$ cat src/rtl/ex_mem_stage.sv
// EX/MEM pipeline register with valid/ready handshake, a one-entry skid for
// full throughput under back-pressure, synchronous flush and a saturating stall counter.
module ex_mem_stage #(
    parameter int DATA_W = 101,
    parameter int CTRL_W = 5,
    parameter int CNT_W  = 16
) (
    input  logic              clk,
    input  logic              rst_n,
    input  logic              in_valid,
    output logic              in_ready,
    input  logic [CTRL_W-1:0] in_ctrl,
    input  logic [DATA_W-1:0] in_data,
    input  logic              flush,
    output logic              out_valid,
    input  logic              out_ready,
    output logic [CTRL_W-1:0] out_ctrl,
    output logic [DATA_W-1:0] out_data,
    output logic [CNT_W-1:0]  stall_cnt
);

    logic              main_valid_q, main_valid_d;
    logic [CTRL_W-1:0] main_ctrl_q,  main_ctrl_d;
    logic [DATA_W-1:0] main_data_q,  main_data_d;
    logic              skid_valid_q, skid_valid_d;
    logic [CTRL_W-1:0] skid_ctrl_q,  skid_ctrl_d;
    logic [DATA_W-1:0] skid_data_q,  skid_data_d;
    logic [CNT_W-1:0]  stall_cnt_q,  stall_cnt_d;

    logic accept, fire;

    // in_ready comes straight from the skid flop, so there is no
    // combinational path from out_ready back to the producer.
    assign in_ready  = !skid_valid_q;
    assign out_valid = main_valid_q;
    assign out_ctrl  = main_valid_q ? main_ctrl_q : '0;
    assign out_data  = main_data_q;
    assign stall_cnt = stall_cnt_q;

    assign accept = in_valid && in_ready;
    assign fire   = main_valid_q && out_ready;

    always_comb begin
        main_valid_d = main_valid_q;
        main_ctrl_d  = main_ctrl_q;
        main_data_d  = main_data_q;
        skid_valid_d = skid_valid_q;
        skid_ctrl_d  = skid_ctrl_q;
        skid_data_d  = skid_data_q;
        stall_cnt_d  = stall_cnt_q;

        if (main_valid_q && !out_ready && (stall_cnt_q != {CNT_W{1'b1}}))
            stall_cnt_d = stall_cnt_q + 1'b1;

        if (flush) begin
            main_valid_d = 1'b0;
            skid_valid_d = 1'b0;
        end else if (!main_valid_q) begin
            // skid is never occupied while main is empty
            if (accept) begin
                main_valid_d = 1'b1;
                main_ctrl_d  = in_ctrl;
                main_data_d  = in_data;
            end
        end else if (fire) begin
            if (skid_valid_q) begin
                main_ctrl_d  = skid_ctrl_q;
                main_data_d  = skid_data_q;
                skid_valid_d = 1'b0;
            end else if (accept) begin
                main_ctrl_d  = in_ctrl;
                main_data_d  = in_data;
            end else begin
                main_valid_d = 1'b0;
            end
        end else if (accept) begin
            skid_valid_d = 1'b1;
            skid_ctrl_d  = in_ctrl;
            skid_data_d  = in_data;
        end
    end

    always_ff @(posedge clk or negedge rst_n) begin
        if (!rst_n) begin
            main_valid_q <= 1'b0;
            main_ctrl_q  <= '0;
            main_data_q  <= '0;
            skid_valid_q <= 1'b0;
            skid_ctrl_q  <= '0;
            skid_data_q  <= '0;
            stall_cnt_q  <= '0;
        end else begin
            main_valid_q <= main_valid_d;
            main_ctrl_q  <= main_ctrl_d;
            main_data_q  <= main_data_d;
            skid_valid_q <= skid_valid_d;
            skid_ctrl_q  <= skid_ctrl_d;
            skid_data_q  <= skid_data_d;
            stall_cnt_q  <= stall_cnt_d;
        end
    end

endmodule
$ cat config.mk
export PLATFORM = sky130hd
export DESIGN_NAME = ex_mem_stage
export DESIGN_NICKNAME = d
export VERILOG_FILES = /design/src/rtl/ex_mem_stage.sv
export SDC_FILE = /design/constraint.sdc
export NUM_CORES = 1
export LEC_CHECK = 0
export CAP_MARGIN = 20
export CORE_ASPECT_RATIO = 0.6
export CORE_MARGIN = 1.5
export CORE_UTILIZATION = 30
export DETAILED_ROUTE_END_ITERATION = 10
export PLACE_DENSITY = 0.52
export SYNTH_ARGS = -nofsm -noshare
export SYNTH_HDL_FRONTEND = slang
export SYNTH_SLANG_ARGS = --single-unit
$ cat constraint.sdc
create_clock -name clk -period 2.3 [get_ports clk]
set_clock_uncertainty 0.2 [all_clocks]
set_input_delay 0.46 -clock clk [delete_from_list [all_inputs] [get_ports clk]]
set_output_delay 0.46 -clock clk [all_outputs]
set_load 0.01 [all_outputs]
Word-level counts from Yosys, hierarchy flattened
Cells that the tools add are included.
- add/sub/neg operators: 1
- equality and inequality tests: 2
- mux-type cells: 18
- bitwise operators: 2
- reductions and logical operators: 11
- operator list (cell ; number):
    101-bit two-way mux ; 4
    5-bit two-way mux ; 5
    16-bit by 1-bit adder with 16-bit output (second input constant) ; 1
    16-bit inequality test (second input constant) ; 1
    1-bit two-way mux ; 9
    1-bit logical AND ; 4
    2-bit AND reduction ; 2
    4-bit AND reduction ; 1
    3-bit nonzero test ; 1
    1-bit logical NOT ; 2
    2-bit by 1-bit inequality test with 1-bit output (second input constant) ; 1
    1-bit NOT ; 2
    2-bit nonzero test ; 1
- register bits: 230
- input bits: 111
- output and inout port bits: 124
- logic and storage cells: 41

Depth between registers and ports, before layout
Gate-level depths: netlist of the first run.
- depth in word-level cells: 7
- depth in mapped cells: 6
- depth with buffers taken out: 5

Worst setup path before layout of the first run
No wires, ideal clock.
- path type: register to register
- start point: register stall_cnt_q[0], in the netlist stall_cnt[0]
- end point: register stall_cnt_q[1], in the netlist stall_cnt[1]
- setup time: 125 ps
- data arrival time: 1755 ps
- required time: 1975 ps
- slack: 220 ps
- stages on the path, launching flop included: 6
- path buffers: 0
- clock period less this slack: 2080 ps
- path through: dfrtp_1 ha_1 and2_1 and3_1 a31oi_1 mux2_2
- longest elaborated chain between the ends: 2
- elaborated cells between the ends (all ways): 3
- those cells by class: 1 x add/sub; 1 x eq/ne; 1 x reduce/logical
- RTL lines (element ; RTL line ; source):
    start: declaration ; 28 ; logic [CNT_W-1:0] stall_cnt_q, stall_cnt_d;
    start signal: assignment ; 99 ; stall_cnt_q <= stall_cnt_d;
    branches (longest 2 deep; another with 16-bit by 1-bit adder with 16-bit output) ; - ;
Several ways; the timed one is not identified.
A chain may end at the register's enable or synchronous reset.

Final worst setup path of the first run
- start point: register stall_cnt_q[2], in the netlist stall_cnt[2]
- end point: output port stall_cnt[2]
- RTL lines (element ; RTL line ; source):
    end: declaration ; 19 ; output logic [CNT_W-1:0] stall_cnt
No word-level cell between the ends.

==> results.json, run 1 <==
{
  "syn_inst": 683,
  "synthToLayoutAreaGrowth_pct": 45.1,
  "critPathTopFamily": "buffers and inverters",
  "cp_data_required_time_ps": 1640,
  "synth_top_flop_cell": "dfrtp_1",
  "seqPwrFrac_pct": 43.9,
  "dp_slack_ps": -98.7,
  "grt_max_degree": 73,
  "overflow": 0,
  "synth_nets": 795,
  "clk_pin_slew_worst_paths_ps": 60,
  "clockRootBuffer": "clkbuf_16",
  "netlist.top_cell.by_area": "dfrtp_1",
  "hold_slack_ps": 207,
  "synth_area_leaders": "dfrtp_1 (62%), a2bb2oi_1 (10%), mux2_2 (8.1%)",
  "antenna_found_initial": 2,
  "dpl_cell_area_sq_um": 12600,
  "cts_max_path_buffers": 3,
  "vias": 6875,
  "ios": 235,
  "slowest_stage": "clkdlybuf4s50_1",
  "rows": 49,
  "die-height_microns": 139,
  "reg2reg_depth": 5,
  "die_w_microns": 230,
  "ant_nets": 0,
  "worst_pin_slew_ps": 398,
  "wl_per_cell_microns": 19.9,
  "grt_use_total_pct": 17.0,
  "power_frac_comb_pct": 22.8,
  "p_per_area_nw_per_um2": 929,
  "clockPowerShare_pct": 33.3,
  "ys_seq_area_share_pct": 61.8,
  "first_global_vias": 7234,
  "gp_congestion": 0.761,
  "status": "completed",
  "cts_buffers": 24,
  "place_hpwl_mm": 18.4,
  "ys_types": 36,
  "final_util_pct": 44.7,
  "timing.rr.end": "stall_cnt[1]",
  "rsz0062_at_grt": "no",
  "nets": 1064,
  "cp.arrival_ps": 1560,
  "critPathBufInv": 1,
  "finalCriticalPeriod_ps": 2220,
  "via_per_inst": 4.99,
  "swShare_pct": 26.0,
  "worstPathMaxFanout": 6,
  "critPathMaxStageDelay_ps": 580,
  "r2r-start": "stall_cnt[0]",
  "stdcell_area_sq_um": 13500,
  "drive_above_1_share_pct": 19.0,
  "wirelength_mm": 27.4,
  "coreArea_sq_um": 30200,
  "first_pass_iters": 5,
  "leakagePower_uw": 0.00562,
  "hold_viol": 0,
  "numClockSinks": 230,
  "r2r_slack_ps": 280,
  "slew_viol_final": 0,
  "cp.depth": 1,
  "irDropWorstVdd_uv": 422,
  "drc": 0,
  "ys_ff_latch": 230,
  "clkLatencyLatePin_ps": 520,
  "synth_edf_count": 0,
  "setup_slack_ps": 78.9,
  "htreeDepth": 1,
  "finalCritPeriodShare_pct": 96.6,
  "switchingPower_uw": 3270,
  "yosys_warnings": 0,
  "end_kind": "output pin",
  "path_cells": "clkdlybuf4s50_1",
  "netlist.area_leader.share_pct": 61.8,
  "slew_headroom_pct": 73.3,
  "syn_area_per_cell_sq_um": 13.6,
  "startpoint_type": "flop",
  "ys_async_sr_fraction_pct": 100,
  "floorplan.die_area_sq_um": 32100,
  "grt_pass1_wl_mm": 43.3,
  "p_int_uw": 9290,
  "initial_core_util_pct": 30.8,
  "setup_viol": 0,
  "io_buffers": 234,
  "syn-cell-area_sq_um": 9310,
  "fmax_mhz": 450,
  "hold_path_class": "in2async",
  "drv_cap": 0,
  "drt_iter0_drc": 353,
  "cts_tree": "yes",
  "p_total_uw": 12600,
  "worstSetupPathType": "reg2out"
}
==> layout by cell type (no fill, tap or decap), types with 6 or more instances in the layout <==
| cell type | Yosys | routed |
|---|---|---|
| clkdlybuf4s50_1 | 0 | 227 |
| dfrtp_1 | 230 | 223 |
| clkbuf_16 | 0 | 25 |
| a21oi_1 | 13 | 13 |
| and3_1 | 7 | 7 |
| buf_4 | 6 | 43 |
| o22ai_1 | 106 | 106 |
| buf_12 | 0 | 21 |
| mux2_1 | 40 | 40 |
| mux2_2 | 67 | 67 |
| dfrtp_2 | 0 | 7 |
| a2bb2oi_1 | 106 | 106 |
| dlygate4sd2_1 | 0 | 6 |
| and2_1 | 6 | 6 |
==> sequential cells by signal (all words and copies together), names as in the netlist <==
| signal | count |
|---|---|
| skid_valid_q | 1 |
| out_data | 101 |
| skid_data_q | 101 |
| skid_ctrl_q | 5 |
| out_valid | 1 |
| main_ctrl_q | 5 |
| stall_cnt | 16 |
==> layer usage <==
layer  share of wire [%]  global-route usage (%)
met1                  52                    26.8
met2                  41                    23.7
met3                 5.5                    4.00
met4                 1.2                    2.72
met5               0.040                       0
==> cell usage after synthesis, types with 5 or more instances <==
library cell  instances
mux2_1               40
nand2_1               6
dfrtp_1             230
nand3_1               5
and2_1                6
a21oi_1              13
a2bb2oi_1           106
buf_2                14
buf_4                 6
clkbuf_1             31
o22ai_1             106
mux2_2               67
nand4_1               5
and3_1                7
==> worst max path at each step <==
| stage | slack (ps) | start | to |
|---|---|---|---|
| floorplan | 220 | stall_cnt[0] | stall_cnt[1] |
| global placement | -100 | flush | skid_data_q[13] |
| detailed placement | -100 | flush | skid_data_q[89] |
| CTS | 30 | out_valid | out_ctrl[4] |
| global route | 2 | stall_cnt[9] | stall_cnt[9] |
| finish | 80 | stall_cnt[2] | stall_cnt[2] |
==> through the flow <==
| step | std cells | TNS (ps) |
|---|---|---|
| 2_1_floorplan | 683 | 0 |
| 3_3_place_gp | 1329 | -8140 |
| 3_5_place_dp | 1329 | -7390 |
| 4_1_cts | 1375 | 0 |
| 5_1_grt | 1376 | 0 |
| 6_report | 1377 | 0 |
==> cell type report <==
type / instances / area (sq um)
Fill cell: 2774 / 16700
Clock buffer: 33 / 696
Antenna cell: 1 / 2.50
Multi-Input combinational cell: 395 / 3290
Tap cell: 408 / 510
Timing Repair Buffer: 299 / 3090
Sequential cell: 230 / 5760
Inverter: 2 / 7.51
Clock inverter: 9 / 145
==> what timing repair did <==
item,4_1_cts,5_1_grt
gates cloned,0,0
gates resized for setup,8,5
buffers inserted,3,1
setup endpoints to repair,7,6
hold endpoints to repair,56,0
hold buffers,1,0
==> cell families after synthesis <==
kind of cell,count (synthesis),synth area share (%)
compound gates,234,18.5
flops,230,61.8
mux,107,12.9
buf+inv,58,3.10
simple gates,46,2.89
xor+xnor,7,0.658
fa+ha+maj,1,0.134
==> power groups by stage <==
stage / Combinational [uW] / Sequential, uW / Clock (uW)
floorplan: 1150 / 5640 / 0
global placement: 2850 / 5560 / 0
detailed placement: 2890 / 5570 / 0
CTS: 2900 / 5510 / 4300
global route: 3080 / 5640 / 4480
finish: 2860 / 5510 / 4180
No activity file was read; power rests on OpenSTA's default activity.
==> inputs of run 2 (changes only) <==
--- a/config.mk
+++ b/config.mk
@@ -9,8 +9,10 @@
 export CORE_ASPECT_RATIO = 0.6
 export CORE_MARGIN = 1.5
 export CORE_UTILIZATION = 30
+export CTS_CLUSTER_DIAMETER = 50
 export DETAILED_ROUTE_END_ITERATION = 10
 export PLACE_DENSITY = 0.52
+export SLEW_MARGIN = 25
 export SYNTH_ARGS = -nofsm -noshare
 export SYNTH_HDL_FRONTEND = slang
 export SYNTH_SLANG_ARGS = --single-unit
==> run 2 against run 1 <==
- global-route usage rose by 0.079 points
- first-iteration DRC count fell by 1.1%
- register-to-register slack got worse by 90 ps
- critical path depth did not move
- setup slack got worse by 7.9 ps
- sequential share of layout area fell by 0.20 points
- clock-buffer cell count fell by 1
- fmax fell by 0.35%
- via count rose by 0.32%
- total power rose by 1.5%
- non-clock buffer count rose by 1
- critical path type unchanged
- largest cell class unchanged
- largest power group unchanged
==> results.json, run 2 (synthesis results as in run 1) <==
{
  "status": "completed",
  "clk_pin_slew_worst_paths_ps": 60,
  "cts_buffers": 26,
  "setup_viol": 0,
  "cts_tree": "yes",
  "top_layer_used": "met5",
  "drc": 0,
  "worst_pin_slew_ps": 385,
  "p_per_area_nw_per_um2": 939,
  "via_per_inst": 5.00,
  "critPathMaxStageDelay_ps": 580,
  "htreeDepth": 1,
  "overflow": 0,
  "critPathBufInv": 1,
  "setup_slack_ps": 71.0,
  "multiInputGateArea_sq_um": 3290,
  "cp.arrival_ps": 1570,
  "numClockSinks": 230,
  "hold_path_class": "in2async",
  "wl_per_cell_microns": 19.9,
  "grt_max_degree": 73,
  "vias": 6897,
  "synthToLayoutAreaGrowth_pct": 45.7,
  "slew_viol_final": 0,
  "fmax_mhz": 449,
  "slew_headroom_pct": 74.1,
  "worstSetupPathType": "reg2out",
  "drv_cap": 0,
  "leakagePower_uw": 0.00565,
  "wl_met3_mm": 1.49,
  "mostFrequentLayoutCells": "clkdlybuf4s50_1 (227), dfrtp_1 (224), o22ai_1 (106), a2bb2oi_1 (106), mux2_2 (67)",
  "dp_slack_ps": -98.7,
  "stdcell_area_sq_um": 13600,
  "wirelength_mm": 27.5,
  "die-height_microns": 139,
  "clockRootBuffer": "clkbuf_16",
  "first_pass_iters": 4,
  "critPathTopFamily": "buffers and inverters",
  "end_kind": "output pin",
  "regArea_sq_um": 5760,
  "rsz0062_at_grt": "no",
  "cts_max_path_buffers": 3,
  "final_util_pct": 44.9,
  "coreArea_sq_um": 30200,
  "gp_congestion": 0.761,
  "ant_nets": 0,
  "cp_data_required_time_ps": 1640,
  "finalCriticalPeriod_ps": 2230,
  "drive_above_1_share_pct": 19.3,
  "nets": 1067,
  "hold_viol": 0,
  "floorplan.die_area_sq_um": 32100,
  "startpoint_type": "flop",
  "grt_use_total_pct": 17.1,
  "wl_met1_mm": 14.2,
  "antenna_found_initial": 2,
  "irDropWorstVdd_uv": 431,
  "grt_pass1_wl_mm": 43.4,
  "stdcell_count": 1380,
  "finalCritPeriodShare_pct": 96.9,
  "place_inst": 1329,
  "clkLatencyLatePin_ps": 530,
  "place_hpwl_mm": 18.4,
  "path_cells": "clkdlybuf4s50_1",
  "final_common_cell": "clkdlybuf4s50_1",
  "fillers": 2763,
  "io_buffers": 234,
  "ios": 235,
  "worstPathMaxFanout": 6,
  "dpl_cell_area_sq_um": 12600,
  "drt_iter0_drc": 349,
  "rows": 49,
  "first_global_vias": 7186,
  "initial_core_util_pct": 30.8,
  "slowest_stage": "clkdlybuf4s50_1",
  "die_w_microns": 230,
  "wl_met2_mm": 11.4
}
run 2: final cells by class:
type | count | area share (%)
inverter | 2 | 0.0553
multi-input combinational | 395 | 24.3
clock inverter | 12 | 1.33
clock buffer | 32 | 5.26
tap | 408 | 3.76
timing repair buffer | 300 | 22.8
sequential | 230 | 42.5
antenna | 1 | 0.0184
run 2: worst paths after layout:
check	from	end	slack [ps]	cells past startpoint
worst max-delay path	stall_cnt[8]	stall_cnt[8]	70	1
worst min-delay path	rst_n	out_data[22]	200	2
worst max register to register	out_valid	out_data[62]	190	8
worst min register to register	skid_data_q[82]	skid_data_q[82]	290	1
max in group asynchronous	rst_n	skid_data_q[58]	960	3
min in group clk	skid_data_q[82]	skid_data_q[82]	290	1
run 2: power breakdown:
group / switching (uW) / internal [uW]
registers: 539 / 4980
clock network: 1700 / 2660
logic: 1110 / 1760
run 2: repair_timing:
item,CTS,global route
gates resized for setup,8,4
buffers inserted,3,2
hold endpoints to repair,56,0
hold buffers,1,0
endpoints found under the setup margin,7,5
run 2: per-stage QoR:
step | setup TNS [ps] | hold WS (ps) | power [uW]
floorplan | 0 | -35.6 | 6790
global placement | -8140 | 179 | 8410
detailed placement | -7390 | 185 | 8460
CTS | 0 | 200 | 12900
global route | 0 | 207 | 13400
finish | 0 | 204 | 12700
run 2: layer usage:
layer | up-vias | global-route usage [%]
met3 | 27 | 3.81
li1 | 3212 | -
met5 | - | 0
met2 | 165 | 23.5
met1 | 3491 | 27.1
met4 | 2 | 3.23
